==> config.mk <==
export PLATFORM = sky130hd
export DESIGN_NAME = serial_addsub
export DESIGN_NICKNAME = d
export VERILOG_FILES = /design/src/rtl/serial_addsub.sv
export SDC_FILE = /design/constraint.sdc
export NUM_CORES = 1
export LEC_CHECK = 0
export CORE_UTILIZATION = 30
export CTS_BUF_LIST = sky130_fd_sc_hd__clkbuf_4 sky130_fd_sc_hd__clkbuf_8
export DETAILED_ROUTE_END_ITERATION = 8
export HOLD_SLACK_MARGIN = 0.15
export PLACE_DENSITY_LB_ADDON = 0.05
export SYNTH_ARGS = -nofsm -noshare
export SYNTH_HDL_FRONTEND = slang
export SYNTH_SLANG_ARGS = --single-unit
==> constraint.sdc <==
create_clock -name clk -period 3.81 [get_ports clk]
set_input_delay 0.381 -clock clk [delete_from_list [all_inputs] [get_ports clk]]
set_output_delay 0.381 -clock clk [all_outputs]
set_load 0.02 [all_outputs]
==> src/rtl/serial_addsub.sv <==
// serial_addsub: digit-serial adder/subtractor, LSB first, DIGIT bits per clock.
// Define SERIAL_ADDSUB_OVF_EN to add the registered signed-overflow output ovf.
module serial_addsub #(
   parameter int WIDTH = 8,
   parameter int DIGIT = 1
) (
   input  logic             clk,
   input  logic             rst,
   input  logic             start,
   input  logic             mode,
   input  logic [WIDTH-1:0] a,
   input  logic [WIDTH-1:0] b,
   input  logic             cin,
   output logic             busy,
   output logic             done,
   output logic [WIDTH-1:0] result,
   output logic             cout
`ifdef SERIAL_ADDSUB_OVF_EN
   ,
   output logic             ovf
`endif
);
   localparam int N  = WIDTH / DIGIT;
   localparam int CW = N > 1 ? $clog2(N) : 1;

   if (WIDTH < 1 || DIGIT < 1 || WIDTH % DIGIT != 0) begin : g_bad_cfg
      $error("serial_addsub: WIDTH must be a positive multiple of DIGIT");
   end

   typedef enum logic [1:0] {IDLE, RUN, DONE} state_t;

   state_t           state_q, state_d;
   logic [WIDTH-1:0] a_q, a_d, b_q, b_d, res_q, res_d, shifted;
   logic [CW-1:0]    cnt_q, cnt_d;
   logic             c_q, c_d, mode_q, mode_d, cout_q, cout_d;
   logic [DIGIT-1:0] sum;
   logic             c, accept, run, last;
`ifdef SERIAL_ADDSUB_OVF_EN
   logic             ovf_q, ovf_d, c_msb;
`endif

   // new result digit enters at the MSB end; after N shifts the word is in place
   if (WIDTH == DIGIT) begin : g_single
      assign shifted = sum;
   end else begin : g_multi
      assign shifted = {sum, res_q[WIDTH-1:DIGIT]};
   end

   always_comb begin
      c   = c_q;
      sum = '0;
`ifdef SERIAL_ADDSUB_OVF_EN
      c_msb = c_q;
`endif
      for (int i = 0; i < DIGIT; i++) begin
`ifdef SERIAL_ADDSUB_OVF_EN
         c_msb = c;
`endif
         sum[i] = a_q[i] ^ b_q[i] ^ c;
         c = mode_q ? ((~a_q[i] & b_q[i]) | (~(a_q[i] ^ b_q[i]) & c))
                    : ((a_q[i] & b_q[i]) | ((a_q[i] ^ b_q[i]) & c));
      end
      accept  = start && (state_q != RUN);
      run     = state_q == RUN;
      last    = cnt_q == CW'(N - 1);
      state_d = accept ? RUN : run ? (last ? DONE : RUN) : IDLE;
      a_d     = accept ? a : run ? a_q >> DIGIT : a_q;
      b_d     = accept ? b : run ? b_q >> DIGIT : b_q;
      c_d     = accept ? cin : run ? c : c_q;
      mode_d  = accept ? mode : mode_q;
      cnt_d   = accept ? '0 : run ? cnt_q + 1'b1 : cnt_q;
      res_d   = accept ? '0 : run ? shifted : res_q;
      cout_d  = (run && last) ? c : cout_q;
`ifdef SERIAL_ADDSUB_OVF_EN
      ovf_d   = (run && last) ? (c ^ c_msb) : ovf_q;
`endif
   end

   always_ff @(posedge clk) begin
      if (rst) begin
         state_q <= IDLE;
         a_q     <= '0;
         b_q     <= '0;
         c_q     <= 1'b0;
         mode_q  <= 1'b0;
         cnt_q   <= '0;
         res_q   <= '0;
         cout_q  <= 1'b0;
`ifdef SERIAL_ADDSUB_OVF_EN
         ovf_q   <= 1'b0;
`endif
      end else begin
         state_q <= state_d;
         a_q     <= a_d;
         b_q     <= b_d;
         c_q     <= c_d;
         mode_q  <= mode_d;
         cnt_q   <= cnt_d;
         res_q   <= res_d;
         cout_q  <= cout_d;
`ifdef SERIAL_ADDSUB_OVF_EN
         ovf_q   <= ovf_d;
`endif
      end
   end

   assign busy   = state_q == RUN;
   assign done   = state_q == DONE;
   assign result = res_q;
   assign cout   = cout_q;
`ifdef SERIAL_ADDSUB_OVF_EN
   assign ovf    = ovf_q;
`endif
endmodule

**Yosys cells after proc, flatten, opt, wreduce, memory -nomap -nowiden**

Cells that the tools add are included.
W data, S select, Z words.

- Add/subtract/negate cells: 1
- Equal/unequal tests: 4
- Mux-type cells: 10
- Bitwise logic cells: 11
- Reduce and logical (&&, ||, !) cells: 5

Operator list:

| kind | count |
|---|---|
| $mux W8 | 4 |
| $mux W1 | 5 |
| $and A1 B1 Y1 | 4 |
| $add A3 B1 Y3 const B | 1 |
| $eq A3 B3 Y1 const B | 1 |
| $not A1 Y1 | 3 |
| $reduce_or A3 Y1 | 1 |
| $eq A2 B1 Y1 const B | 1 |
| $eq A2 B2 Y1 const B | 1 |
| $logic_and A1 B1 Y1 | 2 |
| $mux W2 | 1 |
| $ne A2 B1 Y1 const B | 1 |
| $or A1 B1 Y1 | 2 |
| $reduce_bool A2 Y1 | 1 |
| $reduce_or A2 Y1 | 1 |
| $xor A1 B1 Y1 | 2 |

- Register bits after elaboration: 32
- Bits of input ports: 21
- Output and inout bits: 11

**Longest topological paths before layout**

- Depth in word-level cells: 7
- Mapped depth: 5

**Worst setup path before layout**

No wires, ideal clock.

- Kind: reg2reg
- Start point: register a_q[0]
- End point: register c_q
- Library setup time: 0.131 ns
- Arrival time: 1.128 ns
- Data required time: 3.679 ns
- Setup slack: 2.551 ns
- Cell stages (with the launch flop): 6
- Clock period less this slack: 1.259 ns
- Path through: dfxtp_1 -> inv_1 -> fa_1 -> mux2i_1 -> or3_4 -> o31ai_1

- Cells in the longest elaborated chain, start to end: 7

RTL lines:

| item | RTL line | RTL |
|---|---|---|
| start, declared | 33 | `logic [WIDTH-1:0] a_q, a_d, b_q, b_d, res_q, res_d, shifted;` |
| start signal, assigned | 82 | `a_q <= '0;` |
| start signal, assigned | 94 | `a_q <= a_d;` |
| $xor A1 B1 Y1 | 60, 61 |  |
| $not A1 Y1 | 60 | `c = mode_q ? ((~a_q[i] & b_q[i]) \| (~(a_q[i] ^ b_q[i]) & c))` |
| $and A1 B1 Y1 | 60 |  |
| $or A1 B1 Y1 | 60 |  |
| $mux W1 * | 60 |  |
| $mux W1 * (2 in a row) | 69 | `c_d = accept ? cin : run ? c : c_q;` |
| end signal, assigned | 84 | `c_q <= 1'b0;` |
| end signal, assigned | 96 | `c_q <= c_d;` |
| end, declared | 35 | `logic c_q, c_d, mode_q, mode_d, cout_q, cout_d;` |

Mark *: on every way between the ends. The rest lies on a longest branch, timed or not. The select of a mux whose other input is x is not followed.
A chain may end at the register's enable or synchronous reset.

**Worst setup path after layout**

- Start point: register state_q[1]
- End point: output busy

- Cells in the longest elaborated chain, start to end: 1

RTL lines:

| item | RTL line | RTL |
|---|---|---|
| start, declared | 32 | `state_t state_q, state_d;` |
| start signal, assigned | 93 | `state_q <= state_d;` |
| $eq A2 B1 Y1 | 107 | `assign busy = state_q == RUN;` |
| end, declared | 14 | `output logic busy,` |

Every way passes these cells.

==> flow_summary.ini <==
[synthesis]
synth_area_um2 = 1350
synthTopCellsByCount = 32 x dfxtp_1, 32 x nand2_1, 25 x a21oi_1
yosys_register_bits = 32
synth_area_leaders = dfxtp_1 47%, a21oi_1 9.3%, nand2_1 8.9%
synth_fp_nets = 182
syn_inst = 157
yosys_most_used_dff = dfxtp_1
synth.distinct_cells = 26
syn_area_per_cell_um2 = 8.59
ys_warn_count = 0
yosysSeqAreaShare = 0.475
synth_top_area_cell = dfxtp_1
async_flop_share = 0
synth_edf_count = 0
synth_top_area_frac = 0.475

[placement]
pre_cts_ws_ns = 1.66
io_buffers = 31
gp_congestion = 0.682
hpwlAfterDp_um = 1840

[route]
wl_per_cell_um = 12.2
first_pass_iters = 4
ant_nets = 0
detailroute.via_count = 1112
avgViaCountPerCell = 4.75
drc_errors = 0
drt_iter0_drc = 38
drt_wl_total_um = 2850

[floorplan]
initial_core_util = 0.312
die_w_um = 69.1
core-area_um2 = 4320
num_rows = 24
die_area_um2 = 4770
ios = 32
die_y_um = 69.1

[critical_path]
crit_family = buffers and inverters
path_class = flop to output port
critPathMaxStageDelay_ns = 0.71
cp.buffers_inverters = 2
critPathMaxFanout = 32
arrival_ns = 2.06
cp.required_ns = 3.43
cp_slowest_cell = clkdlybuf4s50_1
setup.worst_path.end_class = output port
cp_num_cells = 3
start_kind = flop
cp_cell_sequence = nand2b_4, inv_2, clkdlybuf4s50_1
ff2ff_path_depth = 4

[sta]
fin_tns_setup_ns = 0
tightest_slew_ns = 0.822
final.min_clock_period_ns = 2.44
setup_viol = 0
finClkSkew_ns = 0.00286
fmax_mhz = 410
grt_setup_unrepaired = false
fin_crit_sh = 0.640
layout_setup_ws_ns = 1.37
drv_slew = 0
hold_violations = 0
slew_headroom = 0.450
whs_ns = 0.459

[clock_network]
cts_setup_buffers = 0
cts_tree = done
postCtsHoldBufs = 0
ctsResizeCount = 0
cts.path.max_buffers = 2
clkTransAtPathRegs_ns = 0.06
h-tree-depth = 2
clock-root-buffer = clkbuf_8
clkSinkCount = 32
cts_buffers = 5
insertion_delay_ns = 0.27

[power_and_ir_drop]
pwr-share-clk = 0.331
p_leak_nw = 0.646
peakVddDrop_mv = 0.182
switchingPower_uw = 167
power_density_nw_per_um2 = 392
p_int_uw = 513
swShare = 0.245
power_frac_seq = 0.535
p_comb_frac = 0.133

[layout]
drive_gt1_frac = 0.0549
fillers = 464
syn2layout_area_growth_pct = 28.6
final_nets = 209
n_antenna_cell = 0

[global_routing]
first_global_vias = 1163
grt_antenna_before_repair = 0
grt-ovfl-total = 0
grt_pass1_wl_um = 5160
grtUsageTotal = 0.135
grt_max_degree = 33

[min_path]
whs_path_depth = 2
hold_class = flop to flop

[flow_run]
max_cap_viol_count = 0

[run_status]
status = completed
[power by group through the flow]
stage / registers [mW] / clock network [mW] / logic [mW]
floorplan: 0.370 / 0 / 0.0583
global placement: 0.371 / 0 / 0.0910
detailed placement: 0.371 / 0 / 0.0910
CTS: 0.364 / 0.235 / 0.0918
global route: 0.366 / 0.252 / 0.102
finish: 0.364 / 0.225 / 0.0905
[path summary, 6_finish.rpt]
check,to,slack (ns),start
min,result[0]$_SDFFE_PP0P_,0.46,result[0]$_SDFFE_PP0P_
max reg2reg,state_q[0]$_SDFF_PP0_,2.24,state_q[1]$_SDFF_PP0_
max,busy,1.37,state_q[1]$_SDFF_PP0_
min reg2reg,result[0]$_SDFFE_PP0P_,0.46,result[0]$_SDFFE_PP0P_
[stage by stage]
step	util	total power [mW]	area (um^2)	std cells
after floorplan	-	0.428	1350	157
after global placement	0.385	0.462	1670	229
after detailed placement	0.385	0.462	1670	229
after CTS	0.401	0.691	1730	234
after global routing	0.401	0.720	1730	234
final	0.401	0.679	1730	234
[logic make-up after synthesis]
group,count (synthesis),synth area share
AO/OA/AOI/OAI,45,0.208
XOR/XNOR,1,0.00649
adder cells (fa/ha/maj),4,0.0482
buffers and inverters,16,0.0603
flip-flops,32,0.475
multiplexers,4,0.0297
AND/OR/NAND/NOR,55,0.173
[per-layer routing]
metal | global-route usage | routed length [um] | up-vias
met5 | 0 | 0 | -
met4 | 0.0408 | 36 | 0
met3 | 0.0556 | 123 | 4
met2 | 0.219 | 1260 | 20
met1 | 0.164 | 1430 | 506
li1 | - | - | 582
[worst register-to-register path, stage by stage (launching register included)]
cell      delay (ns)
dfxtp_1         0.31
nand2b_4        0.29
inv_2           0.48
a21oi_1         0.19
a21boi_0        0.17
[layout make-up]
cell class                      instances  area [um^2]  share of cell area
Sequential cell                        32          641               0.369
Multi-Input combinational cell        109          627               0.361
Timing Repair Buffer                   32          318               0.183
Clock buffer                            5         68.8              0.0397
Tap cell                               52         65.1              0.0375
Inverter                                4         15.0             0.00866
[state kept, by name, indices dropped and copies added (netlist names)]
signal / count
a_q: 8
b_q: 8
c_q: 1
cnt_q: 3
cout: 1
mode_q: 1
result: 8
state_q: 2
[layout by cell type, fill, tap and decap left out, drive strengths merged]
master         Yosys  final
a211oi            15     15
a21boi             1      1
a21o               1      1
a21oi             25     25
and2b              1      1
buf               11      1
clkbuf             1      5
clkdlybuf4s50      0     31
dfxtp             32     32
fa                 2      2
ha                 2      2
inv                4      4
mux2i              4      4
nand2             32     32
nand2b             1      1
nand3              1      1
nor2              16     16
nor3               3      3
o21ai              1      1
o2bb2ai            1      1
o31ai              1      1
or3                1      1
xnor2              1      1
(Power assumes the default switching activity.)
